## src/rtl/msk_hpc2_arbiter.sv

```systemverilog
// Round-robin arbiter sharing one MSKand_hpc2 gate among N requesters, with a 2-stage tag pipeline.
// Optional MSK_ARB_IDLE_ZERO_EN zeroes the gate operands in idle cycles so stale shares never reach the gate.
module msk_hpc2_arbiter #(
  parameter int d = 2,
  parameter int N = 4,
  localparam int hpc2rnd = d * (d - 1) / 2
) (
  input  logic                 clk,
  input  logic                 rst,
  input  logic [N-1:0]         req_valid,
  output logic [N-1:0]         req_ready,
  input  logic [N*d-1:0]       req_ina,
  input  logic [N*d-1:0]       req_inb,
  input  logic [hpc2rnd-1:0]   rnd_in,
  input  logic                 rnd_valid,
  output logic                 rnd_ready,
  output logic [d-1:0]         gate_ina,
  output logic [d-1:0]         gate_inb,
  output logic [hpc2rnd-1:0]   gate_rnd,
  input  logic [d-1:0]         gate_out,
  output logic [N-1:0]         resp_valid,
  output logic [d-1:0]         resp_out
);

  localparam int IW = (N > 1) ? $clog2(N) : 1;

  logic [IW-1:0] r_ptr;
  logic          r_v1;
  logic [IW-1:0] r_idx1;
  logic          r_v2;
  logic [IW-1:0] r_idx2;
  logic [d-1:0]  r_ina;

  logic          w_found;
  logic [IW-1:0] w_win;
  logic [IW-1:0] w_next;
  logic          w_issue;
  logic [d-1:0]  w_inb_mux;

  // Scan starts at the pointer and wraps; the first asserted request wins.
  always_comb begin
    int unsigned idx;
    // NOTE: every output of a combinational block gets a default first, so no path leaves it unassigned and no latch is inferred.
    w_found = 1'b0;
    w_win   = '0;
    idx     = 0;
    for (int k = 0; k < N; k++) begin
      idx = int'(r_ptr) + k;
      if (idx >= N) idx = idx - N;
      if (!w_found && req_valid[idx]) begin
        w_found = 1'b1;
        w_win   = IW'(idx);
      end
    end
  end

  assign w_next    = (w_win == IW'(N - 1)) ? '0 : w_win + 1'b1;
  assign w_issue   = !rst && rnd_valid && w_found;
  assign w_inb_mux = req_inb[int'(w_win)*d +: d];

  always_comb begin
    req_ready = '0;
    if (w_issue) req_ready[w_win] = 1'b1;
  end

  always_comb begin
    resp_valid = '0;
    if (r_v2 && !rst) resp_valid[r_idx2] = 1'b1;
  end

  assign rnd_ready = w_issue;
  assign resp_out  = gate_out;

`ifdef MSK_ARB_IDLE_ZERO_EN
  assign gate_inb = w_issue ? w_inb_mux : '0;
  assign gate_rnd = w_issue ? rnd_in : '0;
  assign gate_ina = r_v1 ? r_ina : '0;
`else
  assign gate_inb = w_inb_mux;
  assign gate_rnd = rnd_in;
  assign gate_ina = r_ina;
`endif

  // NOTE: state uses non-blocking assignments so every register samples pre-edge values, independent of statement order.
  always_ff @(posedge clk) begin
    if (rst) begin
      r_ptr  <= '0;
      r_v1   <= 1'b0;
      r_idx1 <= '0;
      r_v2   <= 1'b0;
      r_idx2 <= '0;
      // NOTE: the share register is cleared too, so no pre-reset share can leak onto gate_ina.
      r_ina  <= '0;
    end else begin
      r_v1   <= w_issue;
      r_v2   <= r_v1;
      r_idx2 <= r_idx1;
      if (w_issue) begin
        r_ptr  <= w_next;
        r_idx1 <= w_win;
        r_ina  <= req_ina[int'(w_win)*d +: d];
      end
    end
  end

endmodule
```

## config.mk

```make
export PLATFORM = sky130hd
export DESIGN_NAME = msk_hpc2_arbiter
export DESIGN_NICKNAME = d
export VERILOG_FILES = /design/src/rtl/msk_hpc2_arbiter.sv
export SDC_FILE = /design/constraint.sdc
export NUM_CORES = 1
export LEC_CHECK = 0
export CAP_MARGIN = 30
export CORE_UTILIZATION = 38
export DETAILED_ROUTE_END_ITERATION = 6
export GPL_TIMING_DRIVEN = 0
export PLACE_DENSITY = 0.88
export SYNTH_ARGS = -nofsm -noshare
export SYNTH_HDL_FRONTEND = slang
export SYNTH_SLANG_ARGS = --single-unit
```

## constraint.sdc

```tcl
create_clock -name clk -period 3.2 [get_ports clk]
set_clock_uncertainty 0.15 [all_clocks]
set_input_delay 0.48 -clock clk [delete_from_list [all_inputs] [get_ports clk]]
set_output_delay 0.48 -clock clk [all_outputs]
set_load 0.02 [all_outputs]
```

After elaboration in Yosys (flattened, before gate mapping)
Index checks and enable logic that the tools add are counted.
{ "word_totals": {"n_memories": 0, "out_inout_bits": 16, "ramBits": 0, "ff_bits": 10, "latchBits": 0, "mem_bits_ro": 0} }
{ "classes": {"shift": 2, "div_mod_pow": 0, "mux": 27, "addsub": 8, "reduce_logical": 12, "n_eq_ne": 1, "n_bitwise": 0, "n_mul": 0, "n_lt_le_gt_ge": 12} }
{ "ops": {"columns": ["op", "count"], "rows": [
  ["$lt A32 B3 Y1 const B", 4],
  ["$mux W32", 4],
  ["$shiftx A8 B4 Y2", 2],
  ["$sub A3 B3 Y4 const B", 3],
  ["$mux W1", 10],
  ["$mux W2", 5],
  ["$ge A3 B3 Y1 const B", 3],
  ["$bmux W1 S2", 4],
  ["$logic_and A1 B1 Y1", 8],
  ["$mux W4", 2],
  ["$add A2 B2 Y3 const B", 2],
  ["$lt A2 B3 Y1 const B", 2],
  ["$demux W1 S2", 2],
  ["$ge A2 B1 Y1 const B", 2],
  ["$logic_not A1 Y1", 4],
  ["$sub A2 B3 Y4 const B", 1],
  ["$add A2 B1 Y3 const B", 1],
  ["$ge A2 B3 Y1 const B", 1],
  ["$add A2 B1 Y2 const B", 1],
  ["$eq A2 B2 Y1 const B", 1]
]} }

Depth between registers and ports, before layout
Gate-level depths: netlist (run 1).
{ "logic_depth": {"depth_word": 19, "mapped_depth": 7, "mapped_depth_nobuf": 6} }

Worst setup path before layout (run 1)
Ideal clock, no wire load.
{ "synth_timing": {"kind": "in2out", "from": "in req_valid[2]", "to": "out req_ready[0]", "path_buffers": 1, "t_arrival_ps": 1806, "slack_ps": 764, "path_stages": 5, "required_time_ps": 2570, "path_cell_list": "nor2b_1 > a221oi_1 > nor2_1 > buf_6 > nor4_1"} }
{ "synth_between": {"elab_chain_cells": 17} }
{ "synth_rtl": {"columns": ["element", "line", "text"], "rows": [
  ["from (decl)", "10", "input logic [N-1:0] req_valid,"],
  ["$bmux W1 S2", "50", "if (!w_found && req_valid[idx]) begin"],
  ["$mux W1 (implied by the code)", "50", null],
  ["$mux W1", "50", null],
  ["$logic_not A1 Y1", "50", null],
  ["$logic_and A1 B1 Y1", "50", null],
  ["$mux W1", "50", null],
  ["$logic_not A1 Y1", "50", null],
  ["$logic_and A1 B1 Y1", "50", null],
  ["$mux W1", "50", null],
  ["$logic_not A1 Y1", "50", null],
  ["$logic_and A1 B1 Y1", "50", null],
  ["$mux W2", "50", null],
  ["$lt A2 B3 Y1 (implied by the code) / $ge A2 B1 Y1 (equally long branches)", "63", "if (w_issue) req_ready[w_win] = 1'b1;"],
  ["$logic_and A1 B1 Y1 (implied by the code)", "63", null],
  ["$mux W1 (implied by the code)", "63", null],
  ["$demux W1 S2", "63", null],
  ["$mux W4 *", "63", null],
  ["to (decl)", "11", "output logic [N-1:0] req_ready,"]
]} }
Every way passes the cells marked *; elsewhere a longest branch is shown, timed or not. The select of a mux whose other input is x is not followed.

Worst setup path after layout (run 1)
{ "layout_timing": {"from": "in req_valid[2]", "to": "out req_ready[3]"} }
The elaborated chain is that of the path after synthesis.

==> results of run 1 <==
==> final cells by class <==
| type | count | area [um^2] | area share (%) |
|---|---|---|---|
| Tap cell | 16 | 20.0 | 1.82 |
| Inverter | 2 | 7.51 | 0.682 |
| Timing Repair Buffer | 38 | 377 | 34.2 |
| Multi-Input combinational cell | 59 | 418 | 38.0 |
| Clock buffer | 4 | 36.3 | 3.30 |
| Sequential cell | 10 | 200 | 18.2 |
| Buffer | 6 | 42.5 | 3.86 |
==> cell usage in the layout (no fill, tap or decap), types with 2 or more instances in the layout <==
master	count
and3b_1	2
nand2_1	4
nor2_1	9
nor2b_1	5
inv_1	2
clkbuf_4	3
nand3b_1	2
dlygate4sd2_1	5
dfxtp_1	10
nand2b_1	3
buf_4	3
clkdlybuf4s50_1	32
a21oi_1	5
nor3_1	2
o21ai_0	2
mux2i_1	11
==> cell families after synthesis <==
family	share of synthesized area, %
flip-flops	30.1
multiplexers	16.5
AO/OA/AOI/OAI	16.9
adder cells (fa/ha/maj)	1.88
AND/OR/NAND/NOR	27.1
buffers and inverters	7.52
==> report_power, final <==
| part | leakage, nW | switching (mW) | internal, mW | total [mW] |
|---|---|---|---|---|
| clock | 0.0210 | 0.0446 | 0.0691 | 0.114 |
| sequential | 0.0822 | 0.00753 | 0.135 | 0.143 |
| combinational | 0.375 | 0.0725 | 0.0811 | 0.154 |
==> metrics by stage <==
stage / cells / hold WS [ns] / utilization (%)
after floorplan: 77 / 0.264 / -
after global placement: 131 / 0.269 / 67.6
after detailed placement: 131 / 0.279 / 67.6
after CTS: 135 / 0.294 / 69.7
after global routing: 135 / 0.303 / 69.8
final: 135 / 0.290 / 69.8
==> worst max-delay path by stage <==
stage | slack (ns) | cells after the start | endpoint
finish | 0.18 | 8 | req_ready[3]
global route | 0.02 | 8 | gate_inb[1]
CTS | 0.01 | 8 | req_ready[2]
detailed placement | -0.11 | 8 | gate_inb[1]
global placement | -0.07 | 7 | req_ready[3]
floorplan | 0.76 | 5 | req_ready[0]
==> layer usage <==
layer | track usage, % | vias to the layer above | wire length [um]
met2 | 29.6 | 29 | 762
li1 | - | 358 | -
met5 | 0 | - | 0
met4 | 4.24 | 0 | 0
met1 | 23.7 | 309 | 737
met3 | 8.75 | 0 | 123
==> worst max-delay path, cell delays in order <==
cell and delay [ns]:
clkdlybuf4s50_1 0.49, nor2b_1 0.17, a221oi_1 0.33, nor2_1 0.13
buf_6 0.17, ha_1 0.17, and2_1 0.13, dlygate4sd2_1 0.31
==> repair_timing <==
action,CTS,global route
pin swaps,0,1
hold buffers,0,0
setup endpoints to repair,5,1
resized for setup,6,1
cloned,0,0
==> flip-flops by register name (all words and copies together) (netlist names) <==
| register | cells |
|---|---|
| gate_ina | 2 |
| r_v2 | 1 |
| r_idx2 | 2 |
| r_v1 | 1 |
| r_idx1 | 2 |
| r_ptr | 2 |
==> run summary, run 1 <==
Static Leak = 0.478 nW
WL per Instance = 12.0 um
core box area = 1580 um^2
CTS tree = built
Clock Sinks = 10
pre-CTS WS = -0.108 ns
failing checks = DRC
first-pass GRT wire length = 2640 um
Ys Warns = 0
startpoint types = primary input
Worst EP required = 2.57 ns
all-layer global routing usage = 18.8%
RR Endpoint = r_ptr[1]
starting density of the core = 42.2%
Final Power = 0.410 mW
WL final = 1620 um
largest net degree at the start of global routing = 11
FF-to-FF path depth = 7
fillers = 136
1st-iter DRT viols = 21
hold endpoint = r_v2
DRC errors left = 3
Rel. slew slack = 73.8%
DP Area = 1070 um^2
H-tree Lvls = 1
Final period util = 94.3%
post-CTS setup buffers = 0
HP Class = flop to flop
Layout Area Growth over Synthesis = 65.4%
post-synth cell types = 29
Die Width = 43.9 um
final hold vios = 0
synthesized flop and latch total = 10
drt first pass iters = 7
Mapped Area = 666 um^2
f_max = 332 MHz
CTS max path bufs = 2
Synth area leader = dfxtp_1
# rows = 14
layout cells sized above 1 = 10.9%
FF-to-FF Start = r_ptr[1]
final setup TNS = 0 ns
CP arrival = 2.39 ns
clk root buf = clkbuf_4
Post-DP HPWL = 1300 um
port buffer count = 38
Peak supply drop = 258 uV
antenna violations before repair = 0
crit end category = output pin
status = finished, violations left
Max Slew Vio Count = 0
Avg Cell Area, Syn = 8.64 um^2
RSZ-0062 raised after global routing = false
Crit Path Category = primary input to output pin
top-area cell type share of the netlist area = 30.1%
minimum clock period = 3.02 ns
I/O pin total = 42
Worst Hold Launch = r_v1
number of max-cap violations = 0
R2R setup slack = 1.33 ns
worst skew pair latency = 0.26 ns
ys flop type = dfxtp_1
list of most frequent post-synthesis cells = mux2i_1 (11), dfxtp_1 (10), nor2_1 (10), a21oi_1 (5), nor2b_1 (5)
die area = 1920 um^2
Synthesized Nets = 104
fin worst setup slack = 0.184 ns
CP Max Fanout = 10
Setup crit start = req_valid[2]
hold path cells = 1
power per standard cell area = 372 nW/um^2
Routability Congestion = 0.798
most frequent cell after synthesis = mux2i_1
grt total ovfl = 0
register area share after synthesis = 30.1%
clock-pin transition on the worst setup and hold timing paths = 0.07 ns
height of the die = 43.9 um
Syn Inst Count = 77
Area contributors post-synth = dfxtp_1 (30%), mux2i_1 (17%), nor2_1 (5.6%)
Num CTS Buffers = 3
Inserted Diodes = 0
via count = 696
Finish-stage setup viols = 0
number of vias per cell = 5.16
ANT nets after route = 0
post-synthesis async set-or-reset flop share = 0%
Post-Layout Inst Area = 1100 um^2
via count of the first global-routing pass = 592
Layout Nets = 147
EDFF count, synth = 0
worst-margin pin slew = 0.389 ns
No activity file was read; power rests on OpenSTA's default activity.
==> run 2: changes to the inputs <==
Settings changed: SLEW_MARGIN set to 20.
==> results of run 2 <==
Final layout, timing and power as in run 1 (identical DEF).
==> run 3: changes to the inputs <==
Settings changed: CELL_PAD_IN_SITES_DETAIL_PLACEMENT set to 2, CELL_PAD_IN_SITES_GLOBAL_PLACEMENT set to 2, CORE_ASPECT_RATIO set to 0.7, CORE_UTILIZATION 38 to 20, MAX_ROUTING_LAYER set to met4.
==> run 3 against run 2 <==
Largest cell class is now multi-input combinational cells. Total power grew 13%. Maximum frequency grew 0.21%. The run now ends clean. Critical path depth is the same. Die area grew 85%. Register-to-register slack lost 0.02 ns. Flip-flop and latch count is the same. Routed wire length grew 51%. Sequential share of layout area shrank 0.81 points. Worst hold slack gained 0.0074 ns. Count of clock-buffer cells in the layout is the same. Non-clock buffer count is the same. Via count grew 4.6%.
==> run summary, run 3 (synthesized netlist as in run 1, its figures left out) <==
starting density of the core = 21.0% (-21 points)
power per standard cell area = 403 nW/um^2 (+8.2%)
Routability Congestion = 0.671 (-16%)
net switching power of the design = 0.139 mW (+11%)
hold path cells = 1 (unchanged)
Final period util = 94.1% (-0.20 points)
commonest non-fill, non-tap cells in the layout = clkdlybuf4s50_1 (32), mux2i_1 (11), dfxtp_1 (10), nor2_1 (8), dlygate4sd2_1 (6)
WL final = 2450 um (+51%)
Num CTS Buffers = 3 (unchanged)
CP Max Fanout = 10 (unchanged)
Finish-stage setup viols = 0 (unchanged)
f_max = 332 MHz (+0.21%)
layout cells sized above 1 = 12.6% (+1.7 points)
all-layer global routing usage = 15.5% (-3.3 points)
1st-iter DRT viols = 7 (-67%)
Worst EP required = 2.57 ns (about the same)
Layout Nets = 147 (unchanged)
critical path's largest stage delay = 0.57 ns (+0.08 ns)
Post-DP HPWL = 2020 um (+56%)
clock power share = 33.9% (+6.2 points)
worst-margin pin slew = 0.438 ns (+0.0492 ns)
minimum clock period = 3.01 ns (-0.00626 ns)
antenna violations before repair = 0 (unchanged)
largest net degree at the start of global routing = 11 (unchanged)
FF-to-FF path depth = 5 (-2)
number of vias per cell = 4.64 (-10%)
CTS max path bufs = 2 (unchanged)
number of max-cap violations = 0 (unchanged)
Inserted Diodes = 0 (unchanged)
die area = 3570 um^2 (+85%)
Flop pwr share = 30.9% (-3.9 points)
worst path buffer plus inverter count = 3 (unchanged)
Post-Layout Inst Area = 1150 um^2 (+4.7%)
height of the die = 50.3 um (+15%)
drt first pass iters = 5 (-2)
CTS tree = built
Crit path depth = 8 (unchanged)
Switching Share = 29.9% (-0.51 points)
clock-pin transition on the worst setup and hold timing paths = 0.05 ns (-0.02 ns)
first-pass GRT wire length = 4070 um (+54%)
via count = 728 (+4.6%)
HP Class = flop to flop
RSZ-0062 raised after global routing = false
crit path cell chain = clkdlybuf4s50_1, nor2b_1, a221oi_2, nor2_2, buf_6, mux2i_1, mux2i_1, dlygate4sd2_1
Die Width = 71.0 um (+62%)
DP Area = 1090 um^2 (+2.6%)
most common cell after layout, fill and taps aside = clkdlybuf4s50_1
via count of the first global-routing pass = 785 (+33%)
# rows = 17 (+3)
Rel. slew slack = 70.7% (-3.1 points)
Layout Area Growth over Synthesis = 73.1%
Comb pwr share = 35.2% (-2.3 points)
delay-heaviest family, CP = buffers and inverters
DRC errors left = 0 (-3)
final hold vios = 0 (unchanged)
Max Slew Vio Count = 0 (unchanged)
final non-filler cell total = 157 (+16%)
core box area = 3170 um^2 (+100%)
fin util = 36.4% (-33 points)
CP arrival = 2.38 ns (about the same)
status = finished clean
port buffer count = 38 (unchanged)
startpoint types = primary input
CP max-delay cell = clkdlybuf4s50_1
Hold Slack = 0.297 ns (+0.00736 ns)
clk root buf = clkbuf_8
crit end category = output pin
H-tree Lvls = 1 (unchanged)
Peak supply drop = 143 uV (-45%)
ANT nets after route = 0 (unchanged)
WL per Instance = 15.6 um (+30%)
worst skew pair latency = 0.23 ns (-0.03 ns)
I/O pin total = 42 (unchanged)
final setup TNS = 0 ns (unchanged)
internal cell power = 0.325 mW (+14%)
grt total ovfl = 0 (unchanged)
most used cell, CP = mux2i_1
Static Leak = 0.475 nW (-0.79%)
placed insts = 153 (+17%)
Clock Sinks = 10 (unchanged)
Crit Path Category = primary input to output pin
[run 3: changes by cell type in the layout (fill, tap and decap cells not counted)]
cell,previous run,this run
clkbuf_8,1,4
a221oi_2,0,1
dlymetal6s2s_1,1,0
a221oi_1,1,0
dlygate4sd2_1,5,6
nor2_2,1,2
nor2_1,9,8
clkbuf_4,3,0
[run 3: final cells by class]
| class | count | area (um^2) |
|---|---|---|
| Timing Repair Buffer | 38 | 373 |
| Fill cell | 357 | 2020 |
| Tap cell | 38 | 47.5 |
| Sequential cell | 10 | 200 |
| Buffer | 6 | 42.5 |
| Clock buffer | 4 | 55.1 |
| Multi-Input combinational cell | 59 | 427 |
| Inverter | 2 | 7.51 |
[run 3: per-stage QoR]
step	total power, mW	setup slack, ns
final	0.464	0.190
after global routing	0.495	0.0359
after CTS	0.469	0.0981
after detailed placement	0.313	-0.179
after global placement	0.306	-0.140
after floorplan	0.234	0.764
[run 3: power by group through the flow]
stage	registers [mW]	logic, mW	clock network, mW
global route	0.145	0.178	0.172
CTS	0.143	0.165	0.161
finish	0.143	0.163	0.157
global placement	0.145	0.161	0
floorplan	0.147	0.0867	0
detailed placement	0.146	0.168	0
[run 3: worst reg2reg max path, cell delays in order, from the launching register on]
cell      delay (ns)
dfxtp_1         0.40
mux2i_1         0.24
o22ai_2         0.15
or3b_1          0.37
a2111o_1        0.43
o211ai_2        0.08
[run 3: repair_timing]
item                                    in CTS  in global routing
endpoints found under the setup margin       6                  2
hold buffers                                 0                  0
buffers inserted                             0                  0
resized for setup                            8                  1
pin swaps                                    0                  0
[run 3: path summary, 6_finish.rpt]
path | from | to | slack (ns)
setup / recovery | req_valid[2] | gate_inb[1] | 0.19
hold / removal | r_v1 | r_v2 | 0.30
setup reg to reg | r_ptr[1] | gate_ina[1] | 1.31
hold reg to reg | r_v1 | r_v2 | 0.30
[run 3: routing by layer]
metal  track usage (%)  wire [um]  part of all wire, %
met5                 -          0                    0
met2              26.6       1190                   49
met4              4.00         21                 0.86
met1              19.6       1160                   48
met3              1.81         69                  2.8
